--- config.mk ---
export PLATFORM = sky130hd
export DESIGN_NAME = uart_rx_fifo
export DESIGN_NICKNAME = d
export VERILOG_FILES = /design/src/rtl/uart_rx_fifo.sv
export SDC_FILE = /design/constraint.sdc
export NUM_CORES = 1
export LEC_CHECK = 0
export ABC_AREA = 1
export CAP_MARGIN = 25
export CORE_MARGIN = 5
export CORE_UTILIZATION = 28
export DETAILED_ROUTE_END_ITERATION = 7
export GPL_ROUTABILITY_DRIVEN = 0
export HOLD_SLACK_MARGIN = 0.08
export MAX_ROUTING_LAYER = met4
export SYNTH_ARGS = -nofsm -noshare
export SYNTH_HDL_FRONTEND = slang
export SYNTH_SLANG_ARGS = --single-unit
--- constraint.sdc ---
create_clock -name SCLK -period 5.9 [get_ports SCLK]
set_input_delay 1.18 -clock SCLK [delete_from_list [all_inputs] [get_ports SCLK]]
set_output_delay 1.18 -clock SCLK [all_outputs]
set_load 0.02 [all_outputs]
--- src/rtl/uart_rx_fifo.sv ---
// uart_rx_fifo: byte FIFO between a UART receiver and its consumer, with a sticky overflow flag.
module uart_rx_fifo #(
  parameter int DEPTH     = 16,
  parameter int AW        = 4,
  parameter int AFULL_LVL = 12
) (
  input  logic          SCLK,
  input  logic          RST,
  input  logic [7:0]    wr_data,
  input  logic          wr_stb,
  input  logic          rd_en,
  input  logic          ovf_clr,
  output logic [7:0]    rd_data,
  output logic          rd_valid,
  output logic          empty,
  output logic          full,
  output logic          almost_full,
  output logic [AW:0]   count,
  output logic          overflow
);
  logic [7:0]  mem_q [DEPTH];
  logic [AW-1:0] wptr_q, wptr_d, rptr_q, rptr_d;
  logic [AW:0] count_q, count_d;
  logic [7:0]  rd_data_q, rd_data_d;
  logic        rd_valid_q, rd_valid_d, ovf_q, ovf_d;
  logic        rd_acc, wr_acc, drop;
  assign empty       = count_q == '0;
  assign full        = count_q == (AW+1)'(DEPTH);
  assign almost_full = count_q >= (AW+1)'(AFULL_LVL);
  assign count       = count_q;
  assign rd_data     = rd_data_q;
  assign rd_valid    = rd_valid_q;
  assign overflow    = ovf_q;
  // A full FIFO still takes a write when a pop frees a slot in the same cycle.
  assign rd_acc = rd_en & ~empty;
  assign wr_acc = wr_stb & (~full | rd_acc);
  assign drop   = wr_stb & full & ~rd_acc;
  always_comb begin
    wptr_d     = wr_acc ? wptr_q + AW'(1) : wptr_q;
    rptr_d     = rd_acc ? rptr_q + AW'(1) : rptr_q;
    count_d    = count_q + (AW+1)'(wr_acc) - (AW+1)'(rd_acc);
    rd_data_d  = rd_acc ? mem_q[rptr_q] : rd_data_q;
    rd_valid_d = rd_acc;
    ovf_d      = drop | (ovf_q & ~ovf_clr);
  end
  always_ff @(posedge SCLK) begin
    if (RST) begin
      wptr_q     <= '0;
      rptr_q     <= '0;
      count_q    <= '0;
      rd_data_q  <= 8'h00;
      rd_valid_q <= 1'b0;
      ovf_q      <= 1'b0;
    end else begin
      wptr_q     <= wptr_d;
      rptr_q     <= rptr_d;
      count_q    <= count_d;
      rd_data_q  <= rd_data_d;
      rd_valid_q <= rd_valid_d;
      ovf_q      <= ovf_d;
    end
  end
  always_ff @(posedge SCLK) begin
    if (!RST && wr_acc) mem_q[wptr_q] <= wr_data;
  end
endmodule

==> results of run 1 <==
## metrics by stage
step / utilization / cell area [um^2] / hold WS (ns) / power, uW / instances
floorplan: - / 6630 / 0.483 / 1820 / 675
global placement: 0.307 / 7180 / 0.475 / 2080 / 997
detailed placement: 0.308 / 7200 / 0.491 / 2090 / 998
CTS: 0.332 / 7770 / 0.505 / 3150 / 1030
global route: 0.333 / 7790 / 0.565 / 3300 / 1033
finish: 0.333 / 7790 / 0.502 / 3120 / 1033
## logic make-up (layout without fill, tap and decap cells)
logic type | after synthesis | in the layout
DFF | 151 | 151
buffers and inverters | 128 | 167
xor gates and xnor gates | 3 | 3
AOI/OAI and AO/OA | 22 | 22
adders and majority gates | 13 | 13
and+or+nand+nor | 358 | 358
## worst paths after layout
check,startpoint,end,slack [ns],cells past startpoint
max,RST,mem_q[1][3]$_DFFE_PP_,2.67,4
min,overflow$_SDFF_PP0_,overflow$_SDFF_PP0_,0.50,2
max reg2reg,count[2]$_SDFF_PP0_,count[4]$_SDFF_PP0_,3.21,13
min reg2reg,overflow$_SDFF_PP0_,overflow$_SDFF_PP0_,0.50,2
## flip-flops by register name (all words and copies together) (netlist names)
| signal | cells |
|---|---|
| mem_q | 128 |
| rd_data | 8 |
| count | 5 |
| rptr_q | 4 |
| wptr_q | 4 |
| overflow | 1 |
| rd_valid | 1 |
## cells in the mapped netlist
master / count / share of area
clkbuf_1: 3 / 0.0017
clkinv_1: 2 / 0.0011
buf_1: 2 / 0.0011
nand3_1: 94 / 0.071
nand2_1: 218 / 0.12
nand2_2: 2 / 0.0019
xnor2_1: 1 / 0.0013
ha_1: 12 / 0.023
fa_1: 1 / 0.0030
buf_4: 8 / 0.0091
a21oi_1: 14 / 0.011
buf_2: 15 / 0.011
buf_6: 1 / 0.0017
nand4_1: 1 / 0.00094
edfxtp_1: 128 / 0.58
nor3_1: 8 / 0.0060
o21bai_1: 1 / 0.0011
nor2_1: 35 / 0.020
xor2_1: 2 / 0.0026
dfxtp_1: 23 / 0.069
inv_2: 3 / 0.0017
o21ai_0: 7 / 0.0053
inv_1: 94 / 0.053
## placed cells by master (no fill, tap or decap)
cell	n
nand2_1	218
edfxtp_1	128
inv_1	94
nand3_1	94
nor2_1	35
clkdlybuf4s50_1	30
dfxtp_1	22
clkbuf_16	17
a21oi_1	14
ha_1	12
nor3_1	8
o21ai_0	7
clkbuf_1	5
clkinv_1	4
inv_2	3
clkinv_2	3
bufinv_16	3
nand2_2	2
xor2_1	2
buf_4	2
nand4_1	1
xnor2_1	1
o21bai_1	1
fa_1	1
clkinvlp_4	1
clkinv_4	1
clkbuf_2	1
buf_2	1
clkbuf_4	1
buf_12	1
dfxtp_2	1
## area by class of cell
class                   instances  share of cell area
multi-input cells             396               0.230
inverters                      99              0.0477
well taps                     319              0.0512
clock buffers                  22              0.0570
repair buffers                 36              0.0453
clock inverters                10              0.0165
flip-flops and latches        151               0.553
## critical path, stage by stage
cell	delay [ns]
clkdlybuf4s50_1	0.74
nor2_1	0.37
inv_2	0.18
nor3_1	0.80
## routing by layer
| layer | GRT usage | up-vias | routed length [um] |
|---|---|---|---|
| li1 | - | 2231 | - |
| met1 | 0.157 | 2119 | 6920 |
| met2 | 0.200 | 145 | 7620 |
| met3 | 0.0299 | 34 | 856 |
| met4 | 0.0621 | 0 | 505 |
| met5 | - | - | 0 |
## power groups by stage
| stage | sequential (uW) | clock [uW] | combinational, uW |
|---|---|---|---|
| finish | 1250 | 1060 | 811 |
| global route | 1260 | 1130 | 912 |
| floorplan | 1310 | 0 | 510 |
| CTS | 1250 | 1080 | 818 |
| global placement | 1270 | 0 | 803 |
| detailed placement | 1270 | 0 | 813 |
==> flow_metrics.tcl, run 1 <==
set metrics [dict create \
    multi_input_area_mm2 0.00179 \
    first_pass_grt_wire_length_um 24800 \
    drc 0 \
    coreArea_mm2 0.0234 \
    fraction_of_layout_instances_using_a_drive_strength_above_1 0.0518 \
    clock_path_buffers 2 \
    firstDrtPassIters 5 \
    grt_max_degree 68 \
    antenna_found_initial 0 \
    vias_per_cell 4.38 \
    hp-class "reg -> reg" \
    numCtsBuffers 17 \
    clkSlewWorstSetupHoldPaths_ns 0.06 \
    ios 31 \
    synth_simple_gate_area_frac 0.223 \
    cell_area_power_density_mw_per_mm2 401 \
    power.share.switching 0.312 \
    fin_ws_ns 2.67 \
    synthAdderAreaFrac 0.0257 \
    post_drt_wl_per_cell_um 15.4 \
    die_width_um 164 \
    synth-compound-area-share 0.0170 \
    worst_skew_pair.late_latency_ns 0.42 \
    pwr-share-clk 0.340 \
    synth.mux.area_fraction 0 \
    design.die.area_mm2 0.0269 \
    post_cts.resized_instances 0 \
    drt_first_iter_violations 376 \
    critPathKind "in -> reg" \
    layout.filler_cells 2387 \
    crit_path_start_kind "input pin" \
    first_global_vias 4536 \
    worst_pin_slew_ns 1.05 \
    maxCapViolations 0 \
    final.period_utilization 0.548 \
    synth_nets 701 \
    p_comb_frac 0.260 \
    final-setup-viol-count 0 \
    flow.area_growth_from_synthesis_pct 17.5 \
    cts-htree-levels 4 \
    cts_hold_buffers 0 \
    routed-via-count 4529 \
    run_status "complete, no violations" \
    synthesized_area_fraction_occupied_by_xor_and_xnor_cells 0.00396 \
    rsz0062_at_grt "no" \
    num_antenna_cells 0 \
    clock-skew-final_ns 0.00715 \
    worst-endpoint-required_ns 5.94 \
    std_cell_rows 56 \
    syn-cell-area_mm2 0.00663 \
    clock-root-buffer "clkbuf_16" \
    regArea_mm2 0.00431 \
    yosysUniqueCellTypes 23 \
    final.setup.tns_ns 0 \
    critical_path_arrival_ns 3.27 \
    setup.worst_path.end_class "flip-flop" \
    wirelength_um 15900 \
    syn-instance-count 675 \
    synth.yosys.warnings 0 \
    start_util 0.283 \
    detailedPlace.worstSlack_ns 2.14 \
    power.share.sequential 0.400 \
    final_nets 727 \
    buffer_ports.inserted 30 \
    total_leakage_power_uw 0.00318 \
    gr-usage-all-layers 0.128 \
    hold_viol_final 0 \
    final_period_minus_worst_setup_slack_ns 3.23 \
    globalRouteOverflowTotal 0 \
    worst-path-max-fanout 18 \
    largest_family_of_logic_cells_by_synthesized_area "simple AND/OR/NAND/NOR gates" \
    clock_tree_from_tritoncts "yes" \
    final_max_slew_viol_count 0 \
    postSynthRegisterBits 151 \
    cts_num_sinks 151 \
    synthesis.area_per_instance_um2 9.82 \
    power.net_switching_uw 976 \
    internal_power_uw 2150 \
    place_hpwl_um 10300 \
    route.antenna.remaining_nets 0 \
    max_slew_margin 0.297 \
    maxClockFrequency_mhz 310 \
    irDropWorstVdd_uv 231 \
    post-cts-setup-buffer-count 0 \
    die_y_um 164 \
    synth_seq_area_share 0.649 \
]
No activity file was read; power rests on OpenSTA's default activity.
==> run 2, diff against run 1 <==
==> constraint.sdc (replaced) <==
create_clock -name SCLK -period 3.2 [get_ports SCLK]
set_input_delay 0.64 -clock SCLK [delete_from_list [all_inputs] [get_ports SCLK]]
set_output_delay 0.64 -clock SCLK [all_outputs]
set_load 0.02 [all_outputs]
==> flow_metrics.tcl, run 2 (same netlist as run 1, synthesis figures left out) <==
set metrics [dict create \
    buffer_ports.inserted 30 \
    critical-path-top-delay-family "buffers and inverters" \
    clock_tree_from_tritoncts "yes" \
    run_status "complete, no violations" \
    maximum_cell_stage_delay_along_the_critical_path_ns 0.63 \
    final.setup.tns_ns 0 \
    total_leakage_power_uw 0.00328 \
    routed-via-count 4522 \
    cell_area_power_density_mw_per_mm2 724 \
    cts_hold_buffers 0 \
    fraction_of_layout_instances_using_a_drive_strength_above_1 0.0738 \
    timing.critical_path.from "count[2]$_SDFF_PP0_" \
    final_nets 745 \
    critical_path.slowest_cell "clkdlybuf4s50_1" \
    coreArea_mm2 0.0234 \
    final-setup-viol-count 0 \
    worst-r2r-cell-count 15 \
    clock-root-buffer "clkbuf_16" \
    post_cts.resized_instances 0 \
    post_drt_wl_per_cell_um 14.2 \
    vias_per_cell 4.30 \
    final_max_slew_viol_count 0 \
    worst-endpoint-required_ns 2.56 \
    max_slew_margin 0.478 \
    power.total_uw 5740 \
    cp.buffers_inverters 2 \
    final_period_minus_worst_setup_slack_ns 2.52 \
    cp_cell_sequence "inv_1, ha_1, nand3_1, nor2_1, clkdlybuf4s50_1" \
    largest_register "mem_q" \
    route.antenna.remaining_nets 0 \
    regArea_mm2 0.00431 \
    cts-htree-levels 4 \
    numCtsBuffers 17 \
    cts_num_sinks 151 \
    final_common_cell "nand2_1" \
    flow.area_growth_from_synthesis_pct 19.7 \
    critPathKind "reg -> out" \
    first_global_vias 4359 \
    first_pass_grt_wire_length_um 23300 \
    num_antenna_cells 0 \
    reg2reg_slack_ns 0.76 \
    std_cell_rows 56 \
    grt_max_degree 67 \
    worst_skew_pair.late_latency_ns 0.42 \
    critical_path_arrival_ns 1.88 \
    drt_first_iter_violations 346 \
    gr-usage-all-layers 0.118 \
    drc 0 \
    maxClockFrequency_mhz 396 \
    die_y_um 164 \
    critical_path_cell_count 5 \
    place_hpwl_um 9500 \
    maxCapViolations 0 \
    firstDrtPassIters 5 \
    crit_path_start_kind "flip-flop" \
    setup.worst_path.end_class "output pin" \
    hold_viol_final 0 \
    most-common-layout-cells "nand2_1, edfxtp_1, inv_1, nand3_1, nor2_1" \
    rsz0062_at_grt "no" \
    r2r_end "count[4]$_SDFF_PP0_" \
    post-cts-setup-buffer-count 0 \
    worst-path-max-fanout 5 \
    clock-skew-final_ns 0.00606 \
    die_width_um 164 \
    wirelength_um 14900 \
    design.die.area_mm2 0.0269 \
    clkSlewWorstSetupHoldPaths_ns 0.06 \
    hp-class "reg -> reg" \
    start_util 0.283 \
    irDropWorstVdd_uv 393 \
    regToRegStartpoint "count[2]$_SDFF_PP0_" \
    multi_input_area_mm2 0.00179 \
    final.period_utilization 0.789 \
    globalRouteOverflowTotal 0 \
    layout.filler_cells 2400 \
    worst_setup_path_endpoint "full" \
    ios 31 \
    clock_path_buffers 2 \
    largest_register_ff_count 128 \
    worst_pin_slew_ns 0.780 \
    antenna_found_initial 0 \
]
[run 2: per-layer routing]
layer,global-route usage,wire (um)
met1,0.147,6570
met2,0.192,7400
met3,0.0261,742
met4,0.0377,212
met5,-,0
[run 2: per-stage QoR]
step,utilization,cell area (um^2),instances,setup WS [ns],hold slack (ns)
2_1_floorplan,-,6630,675,0.623,0.483
3_3_place_gp,0.314,7340,1018,0.480,0.478
3_5_place_dp,0.315,7360,1019,0.476,0.493
4_1_cts,0.339,7930,1051,0.637,0.507
5_1_grt,0.339,7930,1051,0.520,0.548
6_report,0.339,7930,1051,0.677,0.500
[run 2: worst min-delay path by stage]
stage	end	slack, ns	startpoint	cells after the start
after global routing	wptr_q[2]$_SDFFE_PP0P_	0.55	wptr_q[2]$_SDFFE_PP0P_	2
after CTS	overflow$_SDFF_PP0_	0.51	overflow$_SDFF_PP0_	2
after global placement	overflow$_SDFF_PP0_	0.48	overflow$_SDFF_PP0_	2
after floorplan	wptr_q[2]$_SDFFE_PP0P_	0.48	wptr_q[2]$_SDFFE_PP0P_	2
after detailed placement	overflow$_SDFF_PP0_	0.49	overflow$_SDFF_PP0_	2
final	overflow$_SDFF_PP0_	0.50	overflow$_SDFF_PP0_	2
[run 2: report_power, final]
| part | total, uW | switching [uW] | internal (uW) | leakage (uW) |
|---|---|---|---|---|
| Sequential | 2300 | 60.1 | 2240 | 0.00134 |
| Combinational | 1510 | 972 | 537 | 0.00166 |
| Clock | 1940 | 736 | 1200 | 0.000276 |
[run 2: tightest hold or removal path: cells and delay by family, from the launching register on]
| family | cells | cell delay [ns] |
|---|---|---|
| AOI/OAI and AO/OA | 1 | 0.07 |
| DFF | 1 | 0.33 |
| and+or+nand+nor | 1 | 0.07 |
[run 2: final cells by class]
type | count | area share
flip-flops and latches | 151 | 0.543
repair buffers | 54 | 0.0631
inverters | 99 | 0.0468
multi-input cells | 396 | 0.225
clock buffers | 18 | 0.0541
clock inverters | 14 | 0.0175
well taps | 319 | 0.0503
==> RTL edit: new RTL, flow settings as in run 2 <==
Register the output `overflow` once more, with the module's reset; this adds one clock of latency there. The other outputs are not delayed to match.
--- a/src/rtl/uart_rx_fifo.sv
+++ b/src/rtl/uart_rx_fifo.sv
@@ -30,7 +30,13 @@
   assign count       = count_q;
   assign rd_data     = rd_data_q;
   assign rd_valid    = rd_valid_q;
-  assign overflow    = ovf_q;
+  always_ff @(posedge SCLK) begin
+    if (RST) begin
+      overflow <= '0;
+    end else begin
+      overflow <= ovf_q;
+    end
+  end
   // A full FIFO still takes a write when a pop frees a slot in the same cycle.
   assign rd_acc = rd_en & ~empty;
   assign wr_acc = wr_stb & (~full | rd_acc);
Behaviour: no difference found for any inputs over 10 cycles, from zero or initial values and one cycle with RST high; that may be too few to reach the edited logic, so the function may still have changed.
==> RTL edit against run 2 <==
Clock skew is 0.0011 ns higher; area after synthesis is 0.30% higher; sequential cell count is 1 higher; routed wire length is 1.6% higher; count of clock-buffer cells in the layout stayed put; critical path depth stayed put; total power is 2.3% higher; setup slack worse by 0.0056 ns; largest power group unchanged; largest cell class unchanged; sequential power is 2% higher; critical path type unchanged; synthesized cell count is 0.15% lower; cell area is 0.46% higher; fmax is 0.22% lower; global-route usage is 0.54 points higher.
==> RTL edit: results (changes against run 2) <==
* Metal2 WL at 7390 um (about the same)
* DP HPWL at 9460 um (-0.41%)
* Routing usage on met1 at 15.6% (+0.88 points)
* M2 GR Usage at 19.5% (+0.35 points)
* First-pass GRT wire length at 24,200 um (+4.2%)
* Reg2reg setup slack at 0.72 ns (-0.04 ns)
* Clock skew at 0.00715 ns (+0.00109 ns)
* WHS Endpoint: overflow
* Synth Area in Adders at 2.56% (-0.0077 points)
* Hold path startpoint: ovf_q
* Share of cells above drive strength 1 at 8.77% (+1.4 points)
* Compound-Gate Fraction of Synth Area at 1.75% (+0.051 points)
* Largest net degree at the start of global routing at 35 (-48%)
* Synth Area in XOR/XNOR at 0.395% (-0.0012 points)
* Post-Route M1 WL at 6740 um (+2.6%)
* Met3 routed WL at 714 um (-3.8%)
* Nets at 744 (-0.13%)
* Largest Register: mem_q
* Post-synthesis sequential area ratio at 65.0% (+0.11 points)
* Pleak at 0.00328 uW (-0.22%)
* Mapped Nets at 700 (-0.14%)
* GR Util All Layers at 12.3% (+0.54 points)
* Post-DR wirelength/cell at 14.5 um (+1.8%)
* Met3 Resource Use GR at 2.56% (-0.050 points)
* HP Class: reg2reg
* Worst VDD drop at 306 uV (-22%)
* Initial DRC Count at 301 (-13%)
* Synth unique cells at 27 (+17%)
* Area contributors post-synth: edfxtp_1, nand2_1, dfxtp_1
* Status: complete, no violations
* Synth top cells by count: nand2_1, edfxtp_1, nand3_1, inv_1, nor2_1
* Max_slew headroom at 49.6% (+1.7 points)
* Vias in the first global route at 4,425 (+1.5%)
* DR pass1 iterations at 6 (+1)
==> RTL edit: cells by family after synthesis <==
kind of cell,Yosys count
adders and majority gates,13
and+or+nand+nor,358
DFF,152
buffers and inverters,126
AOI/OAI and AO/OA,22
xor gates and xnor gates,3
==> RTL edit: how the worst max path moves through the flow <==
stage / start / end / cells after the start
final: count[2] / full / 5
after CTS: count[2] / full / 5
after detailed placement: rd_en / count[4] / 13
after floorplan: count[2] / count[4] / 15
after global routing: count[2] / count[4] / 15
after global placement: rd_en / count[4] / 13
==> RTL edit: per-stage QoR <==
| stage | cell area (um2) | power [uW] | setup WS [ns] | util (%) | cells |
|---|---|---|---|---|---|
| finish | 7970 | 5870 | 0.671 | 34.1 | 1049 |
| global route | 7970 | 6210 | 0.524 | 34.1 | 1049 |
| CTS | 7970 | 5930 | 0.651 | 34.1 | 1049 |
| detailed placement | 7360 | 3870 | 0.459 | 31.5 | 1018 |
| global placement | 7360 | 3860 | 0.469 | 31.5 | 1018 |
| floorplan | 6650 | 3370 | 0.618 | - | 674 |
==> RTL edit: layout make-up <==
class | count | area, um2
fill | 2356 | 15400
timing repair buffer | 53 | 473
multi-input combinational | 396 | 1800
tap | 319 | 399
sequential | 152 | 4330
clock buffer | 18 | 429
clock inverter | 13 | 178
inverter | 98 | 368
==> RTL edit: critical path, stage by stage (launching register included) <==
cell and delay, ns:
dfxtp_1 0.35, inv_1 0.09, ha_1 0.17, nand3_1 0.08, nor2_1 0.15, clkdlybuf4s50_1 0.64
==> RTL edit: power breakdown <==
group	switching (uW)	internal [uW]
clock	765	1290
combinational	961	517
sequential	88.3	2250
total	1810	4060
